**config.mk**
```make
export PLATFORM = sky130hd
export DESIGN_NAME = microwave_timer_ctrl
export DESIGN_NICKNAME = d
export VERILOG_FILES = /design/src/rtl/microwave_timer_ctrl.sv
export SDC_FILE = /design/constraint.sdc
export NUM_CORES = 1
export LEC_CHECK = 0
export BUFFER_PORTS_ARGS = -buffer_cell sky130_fd_sc_hd__buf_2
export CAP_MARGIN = 10
export CORE_ASPECT_RATIO = 0.6
export CORE_UTILIZATION = 63
export CTS_CLUSTER_SIZE = 30
export DETAILED_ROUTE_END_ITERATION = 16
export GPL_ROUTABILITY_DRIVEN = 1
export PLACE_DENSITY = 0.86
export SETUP_SLACK_MARGIN = 0.15
export SLEW_MARGIN = 10
export SYNTH_ARGS = -nofsm -noshare
export SYNTH_HDL_FRONTEND = slang
export SYNTH_SLANG_ARGS = --single-unit
```
**constraint.sdc**
```tcl
create_clock -name clk -period 8.7 [get_ports clk]
set_input_delay 0 -clock clk [delete_from_list [all_inputs] [get_ports clk]]
set_output_delay 0 -clock clk [all_outputs]
set_load 0.02 [all_outputs]
```
**src/rtl/microwave_timer_ctrl.sv**
```systemverilog
// Microwave top-level controller: countdown cook timer with one-second prescaler,
// duty-cycled magnetron power, timed bell and add-time on re-press of start.
module microwave_timer_ctrl #(
   parameter int TIME_W     = 8,
   parameter int TICK_DIV   = 100,
   parameter int PWR_LEVELS = 4,
   parameter int BELL_TICKS = 3,
   parameter int ADD_TIME   = 30,
   parameter int PWR_W      = $clog2(PWR_LEVELS + 1)
) (
   input  logic              clk,
   input  logic              nrst,
   input  logic              door,
   input  logic              start,
   input  logic              stop,
   input  logic [TIME_W-1:0] time_in,
   input  logic [PWR_W-1:0]  power_in,
   output logic              heat,
   output logic              light,
   output logic              bell,
   output logic [TIME_W-1:0] remaining,
   output logic [2:0]        state_o
);

   localparam int PRESC_W = (TICK_DIV > 1) ? $clog2(TICK_DIV) : 1;
   localparam int BELL_W  = $clog2(BELL_TICKS + 1);
   localparam int ACC_W   = TIME_W + 32;
   localparam logic [TIME_W-1:0] TIME_MAX = '1;

   typedef enum logic [2:0] {
      S_IDLE  = 3'd0,
      S_COOK  = 3'd1,
      S_PAUSE = 3'd2,
      S_BELL  = 3'd3,
      S_OPEN  = 3'd4
   } state_t;

   state_t              state_q, state_d;
   logic [TIME_W-1:0]   remaining_q, remaining_d;
   logic [PRESC_W-1:0]  presc_q, presc_d;
   logic [PWR_W-1:0]    phase_q, phase_d;
   logic [PWR_W-1:0]    power_q, power_d;
   logic [BELL_W-1:0]   bell_cnt_q, bell_cnt_d;
   logic                tick;

   // remaining - tick + add*ADD_TIME, clamped to the counter range; never wraps below 0
   function automatic logic [TIME_W-1:0] sat_time(input logic [TIME_W-1:0] r,
                                                  input logic dec,
                                                  input logic add);
      logic [ACC_W-1:0] acc;
      acc = ACC_W'(r);
      if (dec && (r != '0))
         acc = acc - ACC_W'(1);
      if (add)
         acc = acc + ACC_W'(ADD_TIME);
      if (acc > ACC_W'(TIME_MAX))
         return TIME_MAX;
      return acc[TIME_W-1:0];
   endfunction

   function automatic logic [PWR_W-1:0] clamp_power(input logic [PWR_W-1:0] p);
      if (p == '0)
         return PWR_W'(1);
      if (p > PWR_W'(PWR_LEVELS))
         return PWR_W'(PWR_LEVELS);
      return p;
   endfunction

   assign tick = (presc_q == PRESC_W'(TICK_DIV - 1));

   always_ff @(posedge clk or negedge nrst) begin
      if (!nrst) begin
         state_q     <= S_IDLE;
         remaining_q <= '0;
         presc_q     <= '0;
         phase_q     <= '0;
         power_q     <= '0;
         bell_cnt_q  <= '0;
      end else begin
         state_q     <= state_d;
         remaining_q <= remaining_d;
         presc_q     <= presc_d;
         phase_q     <= phase_d;
         power_q     <= power_d;
         bell_cnt_q  <= bell_cnt_d;
      end
   end

   always_comb begin
      state_d     = state_q;
      remaining_d = remaining_q;
      presc_d     = presc_q;
      phase_d     = phase_q;
      power_d     = power_q;
      bell_cnt_d  = bell_cnt_q;

      case (state_q)
         S_IDLE: begin
            // stop outranks start, so a simultaneous stop swallows the start
            if (door) begin
               state_d = S_OPEN;
            end else if (!stop && start && (time_in != '0)) begin
               state_d     = S_COOK;
               remaining_d = time_in;
               presc_d     = '0;
               phase_d     = '0;
               power_d     = clamp_power(power_in);
            end
         end

         S_COOK: begin
            if (door) begin
               state_d = S_PAUSE;
            end else if (stop) begin
               state_d     = S_IDLE;
               remaining_d = '0;
            end else begin
               presc_d = tick ? '0 : presc_q + PRESC_W'(1);
               if (tick)
                  phase_d = (phase_q == PWR_W'(PWR_LEVELS - 1)) ? '0 : phase_q + PWR_W'(1);
               // an add-time request on the final tick keeps cooking instead of ringing
               if (tick && (remaining_q == TIME_W'(1)) && !start) begin
                  state_d     = S_BELL;
                  remaining_d = '0;
                  bell_cnt_d  = '0;
                  presc_d     = '0;
               end else begin
                  remaining_d = sat_time(remaining_q, tick, start);
               end
            end
         end

         S_PAUSE: begin
            if (door) begin
               if (stop) begin
                  state_d     = S_OPEN;
                  remaining_d = '0;
               end
            end else if (stop) begin
               state_d     = S_IDLE;
               remaining_d = '0;
            end else if (start) begin
               state_d = S_COOK;
            end
         end

         S_BELL: begin
            if (door) begin
               state_d = S_OPEN;
            end else if (stop) begin
               state_d = S_IDLE;
            end else begin
               presc_d = tick ? '0 : presc_q + PRESC_W'(1);
               if (tick) begin
                  if (bell_cnt_q == BELL_W'(BELL_TICKS - 1))
                     state_d = S_IDLE;
                  else
                     bell_cnt_d = bell_cnt_q + BELL_W'(1);
               end
            end
         end

         S_OPEN: begin
            if (!door)
               state_d = S_IDLE;
         end

         default: begin
            state_d = S_IDLE;
         end
      endcase
   end

   // Outputs decode registered state only; unused codes fall through to all-off.
   assign light     = (state_q == S_COOK) || (state_q == S_PAUSE) || (state_q == S_OPEN);
   assign bell      = (state_q == S_BELL);
   assign heat      = (state_q == S_COOK) && (phase_q < power_q);
   assign remaining = remaining_q;
   assign state_o   = state_q;

endmodule

```
Word level (Yosys, flattened, before mapping)
Cells that the tools add are included.
{"block": "totals", "reg_bits": 26, "in_bits": 16, "output_inout_bits": 14, "word_cells": 141}
{"block": "op_classes", "add_sub_neg": 5, "n_lt_le_gt_ge": 3, "eq_ne": 26, "mux": 76, "bitwise_logic": 1, "reduce_logical": 24}
{"operator": "two-way mux 40 bit", "n": 10}
{"operator": "two-way mux 3 bit", "n": 24}
{"operator": "two-way mux 8 bit", "n": 8}
{"operator": "two-way mux 7 bit", "n": 8}
{"operator": "adder 40 x 5 -> 40 bit (second input constant)", "n": 1}
{"operator": "> comparator 40 x 8 -> 1 bit (second input constant)", "n": 1}
{"operator": "case mux 8 bit (3 select lines)", "n": 1}
{"operator": "!= test 2 bit (second input constant)", "n": 11}
{"operator": "case mux 7 bit (3 select lines)", "n": 1}
{"operator": "nonzero test 8 bit", "n": 2}
{"operator": "case mux 3 bit (5 select lines)", "n": 1}
{"operator": "two-way mux 1 bit", "n": 14}
{"operator": "two-way mux 2 bit", "n": 7}
{"operator": "AND reduction 7 bit", "n": 2}
{"operator": "== test 3 x 2 -> 1 bit (second input constant)", "n": 3}
{"operator": "!= test 3 bit (second input constant)", "n": 3}
{"operator": "subtractor 8 x 1 -> 9 bit (second input constant)", "n": 1}
{"operator": "== test 8 x 1 -> 1 bit (second input constant)", "n": 1}
{"operator": "!= test 4 x 3 -> 1 bit (second input constant)", "n": 2}
{"operator": "AND reduction 8 bit", "n": 1}
{"operator": "adder 7 x 1 -> 7 bit (second input constant)", "n": 1}
{"operator": "== test 7 bit (second input constant)", "n": 1}
{"operator": "logical AND 1 bit", "n": 6}
{"operator": "zero test 3 bit", "n": 2}
{"operator": "19 further kinds", "n": 23}

Longest topological paths before layout
{"block": "logic_depth", "ltp_word": 24, "depth_mapped": 14, "depth_no_buf": 14}

Worst setup path after synthesis
No wires, ideal clock.
{"block": "synth_timing", "kind": "reg-to-reg", "start": "register remaining_q[1] (netlist: remaining[1])", "end": "register remaining_q[6] (netlist: remaining[6])", "setup_ps": 124, "arrival_time_ps": 3320, "slack_ps": 5256, "stages_incl_launch_ff": 15, "n_path_buf": 0, "cell_sequence": "dfrtp_1 inv_1 ha_1 or3b_2 o211a_1 mux2_4 o211ai_1 nand3_1 ha_1 nor4b_1 nand4_1 and2_1 or3b_2 a31oi_1 nor3_1"}
{"block": "synth_via", "elab_chain_cells": 24}
{"element": "start, declared", "line_no": "39", "rtl": "logic [TIME_W-1:0] remaining_q, remaining_d;"}
{"element": "start signal, assigned", "line_no": "81", "rtl": "remaining_q <= remaining_d;"}
{"element": "parallel branches: the longest is 20 deep, another holds adder 40 x 5 -> 40 bit"}
{"element": "two-way mux 8 bit (*)", "line_no": "122", "rtl": "if (tick && (remaining_q == TIME_W'(1)) && !start) begin"}
{"element": "two-way mux 8 bit (*)", "line_no": "114", "rtl": "end else if (stop) begin"}
{"element": "two-way mux 8 bit (*)", "line_no": "112", "rtl": "if (door) begin"}
{"element": "case mux 8 bit (3 select lines) (*)", "line_no": "97", "rtl": "case (state_q)"}
Mark *: on every way between the ends. The select of a mux whose other input is x is not followed.
A chain may end at the register's enable or synchronous reset.

Worst setup path in the final report
Ends and elaborated chain as after synthesis.

==> flow_summary.yaml <==
grt:
  grt_pass1_wl_um: 8790
  grt_pass1_vias: 1760
  antenna_found_initial: 0
  grt_overflow: 0
  grt_max_degree: 27
  grt_usage: 0.3129
critical_path:
  cp_max_fo: 6
  required_ns: 8.86
  worstSetupStartpointType: "register"
  path_class: "register to register"
  cp-end-kind: "register"
  arrival_ns: 3.97
die:
  core.rowCount: 16
  fp.dieH_um: 48.19
  ios: 30
  placeableCoreArea_um2: 3323
  fp.dieW_um: 78.98
  dieArea_um2: 3805
  start_util: 0.6739
clock_network:
  path_clk_slew_ns: 0.08
  cts.sinks: 26
  cts_setup_buffers: 0
  numCtsBuffers: 3
  clockBufferDepth: 2
  clk_latency_ns: 0.27
  cts_root_buf: "clkbuf_8"
  cts.htree.levels: 1
  cts_tree: "done"
power_and_ir_drop:
  p_per_area_nw_per_um2: 276.1
  irDropWorstVdd_mv: 0.1877
  p_leak_nw: 1.152
yosys:
  synth_xor_area_frac: 0.01564
  synth_compound_area_frac: 0.2201
  synth_mux_area_frac: 0.04804
  yosysSeqAreaShare: 0.2905
  synth_ff_type: "dfrtp_1"
  ys_ff_latch: 26
  synth_area_um2: 2240
  synthAdderAreaFrac: 0.08939
  synth_simple_gate_area_frac: 0.2860
  synth_top_family_by_area: "simple AND/OR/NAND/NOR gates"
  syn_inst: 270
  synthTopCellsByArea: "dfrtp_1 29%, ha_1 8.9%, o21ai_0 4.5%, a21oi_1 4.0%, nand2_1 3.7%"
  synth_edf_count: 0
  ys_warn_count: 0
  syn_area_per_cell_um2: 8.295
  yosys.area.top_type_share: 0.2905
  synth_cell_types: 54
  yosys.area.top_type: "dfrtp_1"
  async_reset_ff_frac: 1.000
layout:
  drive_gt1_frac: 0.1498
  fin_cells: 352
  nets: 341
  multi_input_area_um2: 1533
  syn_to_final_growth_pct: 11.62
  antenna_cells: 0
  seq_area_um2: 650.6
  fill_cells: 273
place:
  io_buffers: 29
  dp_hpwl_um: 4561
  dpl.cell_count: 346
  gp_congestion: 0.9890
sta:
  tightest_slew_ns: 1.296
  grt_setup_unrepaired: "no"
  max-slew-margin-rel: 0.1300
  fin_tns_setup_ns: 0
  skew_ns: 0.005129
  fin_crit_ns: 3.805
  finalSetupViolCount: 0
  slew_viol_final: 0
  max_freq_mhz: 262.8
  finalHoldViolCount: 0
  period_share: 0.4374
detailed_routing:
  vias: 2191
  route.detailed.drc: 0
  ant_nets: 0
  wl_per_cell_um: 16.24
  drt_pass1_iterations: 5
  wl_um: 5717
  drtIter0Drc: 177
  detail_route.vias_per_cell: 6.224
run:
  cap_violations: 0
min_path:
  hold_class: "input port to register"
status:
  status: "completed"
-- stage by stage --
stage          hold slack (ns)  power [mW]  worst slack [ns]  cell area [um^2]  utilization
3_5_place_dp           0.03323      0.6128             4.951              2434       0.7323
3_3_place_gp           0.03482      0.6046             5.104              2434       0.7323
6_report               0.01581      0.6901             4.895              2500       0.7523
2_1_floorplan          -0.2956      0.5128             5.256              2288            -
4_1_cts                0.01749      0.6810             4.943              2495       0.7508
5_1_grt                0.05350      0.7464             4.734              2500       0.7523
-- path summary, 6_finish.rpt --
check | from | to | slack, ns | cells past startpoint
worst max-delay path | remaining[1]$_DFFE_PN0P_ | remaining[6]$_DFFE_PN0P_ | 4.89 | 14
worst max register to register | remaining[1]$_DFFE_PN0P_ | remaining[6]$_DFFE_PN0P_ | 4.89 | 14
worst min register to register | bell_cnt_q[1]$_DFFE_PN0P_ | bell_cnt_q[1]$_DFFE_PN0P_ | 0.50 | 2
max in group asynchronous | nrst | state_o[0]$_DFFE_PN0P_ | 8.05 | 2
worst min-delay path | power_in[1] | power_q[1]$_DFFE_PN0P_ | 0.02 | 3
min in group asynchronous | nrst | remaining[6]$_DFFE_PN0P_ | 0.25 | 2
-- state kept, by name, summed over array words and instances (netlist names) --
name / count
remaining: 8
presc_q: 7
phase_q: 3
power_q: 3
state_o: 3
bell_cnt_q: 2
-- layout make-up --
type | count | area share
clock buffer | 3 | 0.01652
inverter | 13 | 0.01952
multi-input combinational | 233 | 0.6131
sequential | 26 | 0.2603
tap | 45 | 0.02252
timing repair buffer | 32 | 0.06807
-- logic make-up (layout without fill, tap and decap cells) --
kind of cell | after synthesis | count (layout)
adder cells (fa/ha/maj) | 16 | 16
XOR/XNOR | 4 | 4
multiplexers | 10 | 10
flip-flops | 26 | 26
AO/OA/AOI/OAI | 76 | 76
buffers and inverters | 24 | 48
other | 2 | 15
AND/OR/NAND/NOR | 112 | 112
-- cell usage after synthesis, drive strengths merged, types with 2 or more instances --
cell and instances:
xor2 2, dfrtp 26, mux2i 7, o21ai 20, or4 5, nand3 12, nor3b 2, o31a 2
conb 2, and4 2, o31ai 7, nor3 9, or3 3, a22oi 2, and4b 2, clkbuf 8
inv 13, and2 3, nor2 16, a21o 6, and3 4, buf 3, nor2b 5, mux2 3
nand4 3, xnor2 2, nor4b 4, ha 16, o211ai 3, nand2 22, nand3b 3, or3b 3
nor4 4, a21oi 18, a2111oi 2, nand2b 7, a31oi 2, o22ai 2, or2 3, a211oi 4
-- cells in the final DEF, fill, tap and decap left out, types with 4 or more instances in the layout --
cell       n
a211oi_1   4
a21o_1     6
a21oi_1   18
and3_1     4
buf_2     30
conb_1    15
dfrtp_1   26
ha_1      16
inv_1     13
mux2i_1    7
nand2_1   22
nand2b_1   7
nand3_1   12
nor2_1    16
nor2b_1    5
nor3_1     8
nor4_1     4
nor4b_1    4
o21ai_0   20
o31ai_1    7
-- worst max-delay path, stage by stage (launching register included) --
cell and delay, ns:
dfrtp_1 0.44, inv_1 0.13, ha_1 0.22, or3b_2 0.50, o211a_1 0.28, mux2_4 0.24
o211ai_1 0.14, nand3_1 0.14, ha_1 0.13, nor4b_1 0.21, nand4_1 0.24, and2_1 0.29
or3b_2 0.48, a31oi_1 0.17, nor3_1 0.08
-- where the power goes --
group / leakage [nW] / internal [mW] / total [mW] / switching, mW
clock: 0.0216 / 0.0311 / 0.0671 / 0.0360
combinational: 0.796 / 0.151 / 0.374 / 0.223
sequential: 0.334 / 0.163 / 0.249 / 0.0853
-- metal layers --
layer | track usage | wire length (um) | up-vias
met1 | 0.4863 | 2873 | 1025
met4 | 0.05091 | 27 | 0
li1 | - | - | 1069
met5 | 0 | 0 | -
met2 | 0.4379 | 2313 | 92
met3 | 0.07477 | 503 | 5
-- what timing repair did --
item                                   in CTS  in global routing
hold buffers                                2                  0
gates resized for setup                     0                  0
endpoints found under the hold margin      27                  0
Power figures use the tool's default switching activity.
